### src/rtl/phase_accum_slave.sv
// Phase accumulator behind an AXI-Stream phase-increment slave.
// Accepted increments are latched into inc_reg; every output handshake adds
// inc_reg into phase_acc and the top OUT_W bits stream out toward the sine LUT.
module phase_accum_slave #(
  parameter int PHASE_W       = 32,
  parameter int OUT_W         = 16,
  parameter int READY_HOLDOFF = 2
) (
  input  logic               clk,
  input  logic               reset,
  input  logic               s_axis_phase_tvalid,
  output logic               s_axis_phase_tready,
  input  logic [PHASE_W-1:0] s_axis_phase_tdata,
  input  logic               s_axis_phase_tlast,
  output logic               m_axis_data_tvalid,
  input  logic               m_axis_data_tready,
  output logic [OUT_W-1:0]   m_axis_data_tdata,
  output logic               m_axis_data_tlast,
  output logic [15:0]        inc_change_cnt,
  output logic [15:0]        segment_cnt
);

  localparam int HW = (READY_HOLDOFF > 0) ? $clog2(READY_HOLDOFF + 1) : 1;

  typedef enum logic {IDLE = 1'b0, RUN = 1'b1} state_t;

  state_t             state, state_nxt;
  logic [PHASE_W-1:0] inc_reg;
  logic [PHASE_W-1:0] phase_acc;
  logic               carry_q;
  logic [HW-1:0]      holdoff_cnt;
  logic               tlast_prev;
  logic               s_acc;
  logic               m_hs;

  assign s_acc = s_axis_phase_tvalid & s_axis_phase_tready;
  assign m_hs  = m_axis_data_tvalid & m_axis_data_tready;

  // State register: leaves IDLE once, only reset returns it.
  always_ff @(posedge clk or posedge reset) begin
    if (reset) state <= IDLE;
    else       state <= state_nxt;
  end

  // Next state: first accepted increment starts the generator.
  always_comb begin
    state_nxt = state;
    if (state == IDLE && s_acc) state_nxt = RUN;
  end

  // Outputs decoded from state and holdoff; tready is forced low during reset.
  always_comb begin
    s_axis_phase_tready = !reset && (holdoff_cnt == '0);
    m_axis_data_tvalid  = (state == RUN);
  end

  // Ingress side: latch increment, run the ready holdoff, track change/segment counts.
  always_ff @(posedge clk or posedge reset) begin
    if (reset) begin
      inc_reg        <= '0;
      holdoff_cnt    <= '0;
      tlast_prev     <= 1'b0;
      inc_change_cnt <= '0;
      segment_cnt    <= '0;
    end else if (s_acc) begin
      inc_reg     <= s_axis_phase_tdata;
      holdoff_cnt <= HW'(READY_HOLDOFF);
      tlast_prev  <= s_axis_phase_tlast;
      // The very first increment is a load, not a change.
      if (state == RUN && s_axis_phase_tdata != inc_reg && inc_change_cnt != 16'hFFFF)
        inc_change_cnt <= inc_change_cnt + 16'd1;
      if (s_axis_phase_tlast && !tlast_prev && segment_cnt != 16'hFFFF)
        segment_cnt <= segment_cnt + 16'd1;
    end else if (holdoff_cnt != '0) begin
      holdoff_cnt <= holdoff_cnt - HW'(1);
    end
  end

  // Accumulator advances only on output handshake, so data/tlast hold under backpressure.
  // An accept in the same cycle still sees the old inc_reg here.
  always_ff @(posedge clk or posedge reset) begin
    if (reset) begin
      phase_acc <= '0;
      carry_q   <= 1'b0;
    end else if (m_hs) begin
      {carry_q, phase_acc} <= {1'b0, phase_acc} + {1'b0, inc_reg};
    end
  end

  assign m_axis_data_tdata = phase_acc[PHASE_W-1 -: OUT_W];
  assign m_axis_data_tlast = carry_q;

endmodule

### config.mk
export PLATFORM = sky130hd
export DESIGN_NAME = phase_accum_slave
export DESIGN_NICKNAME = d
export VERILOG_FILES = /design/src/rtl/phase_accum_slave.sv
export SDC_FILE = /design/constraint.sdc
export NUM_CORES = 1
export LEC_CHECK = 0
export BUFFER_PORTS_ARGS = -buffer_cell sky130_fd_sc_hd__buf_2
export CELL_PAD_IN_SITES_DETAIL_PLACEMENT = 1
export CELL_PAD_IN_SITES_GLOBAL_PLACEMENT = 1
export CORE_MARGIN = 2
export CORE_UTILIZATION = 30
export DETAILED_ROUTE_END_ITERATION = 8
export PLACE_DENSITY = 0.67
export SLEW_MARGIN = 40
export SYNTH_ARGS = -nofsm -noshare
export SYNTH_HDL_FRONTEND = slang
export SYNTH_SLANG_ARGS = --single-unit
### constraint.sdc
create_clock -name clk -period 6.43 [get_ports clk]
set_input_delay 0.3215 -clock clk [delete_from_list [all_inputs] [get_ports clk]]
set_output_delay 0.3215 -clock clk [all_outputs]
set_load 0.05 [all_outputs]
==> results.yml <==
grt:
  grt_max_degree: 69
  grt_overflow: 0
  grt_pass1_vias: 4972
  antenna_found_initial: 0
  grt_pass1_wl_mm: 25.74
  track_usage_pct: 15.23
critical_path:
  cp_slowest_cell: "dfrtp_1"
  worst-r2r-setup-slack_ns: 3.47
  worstSetupPathType: "flop to flop"
  timing.rr.start: "inc_reg[0]$_DFFE_PP0P_"
  crit_path_start_kind: "flop"
  r2r-end: "phase_acc[20]$_DFFE_PP0P_"
  cp.arrival_ns: 3.18
  ff2ff_path_depth: 11
  crit_path_frequent_cell: "o21ai_0"
  crit_end: "phase_acc[20]$_DFFE_PP0P_"
  cpPeakStageDelay_ns: 0.41
  crit_path_cell_trace: "ha_1 -> fa_1 -> a21o_1 -> a21oi_2 -> o21ai_2 -> a211oi_2 -> nor2_1 -> a21oi_1 -> o21ai_0 -> xnor2_1 -> o21ai_0"
  crit_path_start: "inc_reg[0]$_DFFE_PP0P_"
  critPathMaxFanout: 4
  end_kind: "flop"
  cp_data_required_time_ns: 6.64
power:
  power.switching_w: 0.001840
  p_per_area_nw_per_um2: 564.8
  combPwrFrac_pct: 57.5
  p_leak_nw: 3.165
  power.total_w: 0.003882
  pwr-share-seq_pct: 28.4
  power.share.clock_pct: 14.1
  vdd_drop_max_uv: 153.4
  p_int_w: 0.002042
  p_sw_share_pct: 47.39
timing:
  relSlewSlack_pct: 57.46
  setup_viol: 0
  rsz0062_at_grt: "false"
  finClkSkew_ns: 0.01023
  timing.fmax_ghz: 0.3374
  fin_tns_setup_ns: 0
  slew_violations: 0
  fin_crit_ns: 2.964
  worst_slack_ns: 3.466
  min_period_over_period_pct: 46.10
  hold_viol: 0
  tightest_slew_ns: 0.6380
clocking:
  cts.root.buffer_cell: "clkbuf_16"
  clk_pin_slew_ns: 0.08
  post_cts_buffers: 0
  h-tree-depth: 3
  cts.path.max_buffers: 2
  post_cts_resized: 0
  worstSkewPairLatency_ns: 0.36
  ctsHoldBuffers: 0
  cts_made_buffers: 9
  clock_sinks: 101
  cts_tree: "built"
placement:
  finalWeightedCongestion: 0.8317
  dp_hpwl_mm: 11.86
  place_inst: 901
  pre_cts_ws_ns: 3.505
  io_buffers: 87
detailed_routing:
  dr.first_iter.drc_count: 179
  firstDrtPassIters: 4
  drc_errors: 0
  routed_wl_mm: 15.41
  vias_per_cell: 4.900
  avgRoutedWirePerCell_um: 16.80
  via_count: 4493
  antenna_left: 0
finish:
  fin_nets: 720
  finalNonFillerCells: 917
  fin_util_pct: 35.32
  syn_to_final_growth_pct: 15.30
  n_antenna_cell: 0
  drive_above_1_share_pct: 25.31
floorplan:
  start_util_pct: 30.63
  ios: 88
  num_rows: 51
  core_area_um2: 19460
  die_y_um: 145.0
  die-area_um2: 21020
  die_w_um: 145.0
synthesis:
  synth_cells: 577
  yosysSeqAreaShare_pct: 42.39
  ys_ff_latch: 101
  synth_nets: 650
  async_flop_share_pct: 100.0
  syn_avg_cell_area_um2: 10.33
  synthFlopType: "dfrtp_1"
  synth.distinct_cells: 58
  syn_area_um2: 5962
  yosys_warnings: 0
  synth_edf_count: 0
run_status:
  status: "finished, final reports clean"
flow_run:
  maxCapViolations: 0
worst_hold_path:
  worst_hold_path_type: "input port to asynchronous set/reset pin"
-- power by group through the flow --
stage / combinational [W] / clock (W) / sequential, W
after floorplan: 0.00176 / 0 / 0.00112
after global placement: 0.00214 / 0 / 0.00110
after detailed placement: 0.00223 / 0 / 0.00112
after CTS: 0.00225 / 0.000565 / 0.00111
after global routing: 0.00247 / 0.000589 / 0.00114
final: 0.00223 / 0.000547 / 0.00110
-- final cells by class --
cell class	instances	area [um2]
fill	2201	12590
multi-input combinational	431	3207
sequential	101	2527
timing repair buffer	90	461.7
tap	265	331.6
clock buffer	9	225.2
clock inverter	7	66.31
inverter	14	55.05
-- metal layers --
layer,up-vias,wire [um],GRT usage (%)
li1,2170,-,-
met1,2246,6765,18.22
met2,55,7801,26.95
met3,22,394,2.484
met4,0,446,6.634
met5,-,0,0
-- worst min path at each step --
stage	startpoint	end	slack (ns)	cells past startpoint
global route	reset	segment_cnt[14]$_DFFE_PP0P_	0.05	2
floorplan	phase_acc[10]$_DFFE_PP0P_	phase_acc[10]$_DFFE_PP0P_	0.45	2
detailed placement	reset	segment_cnt[13]$_DFFE_PP0P_	0.43	2
finish	reset	segment_cnt[13]$_DFFE_PP0P_	0.02	2
global placement	reset	segment_cnt[14]$_DFFE_PP0P_	0.41	2
CTS	reset	segment_cnt[13]$_DFFE_PP0P_	0.03	2
-- cell families after synthesis --
logic type                 count (synthesis)  synth area share (%)
xor gates and xnor gates                  88                 12.93
muxes                                     38                 7.156
adders and majority gates                 36                 7.681
DFF                                      101                 42.39
AOI/OAI and AO/OA                        116                 13.10
buffers and inverters                     45                 3.861
and+or+nand+nor                          153                 12.89
-- placed cells by master (no fill, tap or decap), types with 3 or more instances in the layout --
master     count
nand3_1       20
xnor2_1       71
o21ai_2        3
xor2_1        17
mux2_2        37
nor2_1        18
dfrtp_1      101
inv_1         13
and2_1         3
inv_6          3
and4_1         3
a31oi_1        4
o21a_1         4
buf_2         87
o21bai_1       5
nand2_1       65
o21ai_0       35
nor3_1         3
a21o_1        15
and3_1         5
clkbuf_16      9
a21oi_2        3
nand4_1       17
ha_1          35
a21oi_1       27
-- critical path, delay by kind of cell (launching register included) --
kind	cells	cell delay (ns)
xor+xnor	1	0.17
compound gates	7	1.50
flops	1	0.41
simple gates	1	0.10
fa+ha+maj	2	0.63
-- cells in the mapped netlist (2+ instances only) --
library cell	instances	area share, %
a2111oi_0	2	0.29
a21o_1	15	1.9
a21oi_1	27	2.3
a21oi_2	3	0.44
a31oi_1	4	0.42
a41oi_1	2	0.29
and2_1	3	0.31
and2b_1	2	0.25
and3_1	5	0.52
and4_1	3	0.44
buf_1	5	0.31
buf_4	16	2.0
clkbuf_1	9	0.57
dfrtp_1	101	42
ha_1	35	7.3
inv_1	14	0.88
mux2_2	37	7.0
nand2_1	66	4.2
nand3_1	20	1.7
nand4_1	17	1.8
nor2_1	18	1.1
nor3_1	3	0.25
nor3b_1	2	0.25
nor4_1	2	0.21
nor4_2	2	0.42
o21a_1	4	0.50
o21ai_0	35	2.9
o21ai_1	2	0.17
o21ai_2	3	0.44
o21bai_1	5	0.63
or3_1	2	0.21
xnor2_1	71	10
xor2_1	17	2.5
-- stage by stage --
stage / cell area, um2 / hold slack [ns]
after detailed placement: 6579 / 0.4262
after global placement: 6579 / 0.4102
after floorplan: 5962 / 0.4538
after global routing: 6874 / 0.04615
final: 6874 / 0.01548
after CTS: 6870 / 0.02813
Power figures use the tool's default switching activity.
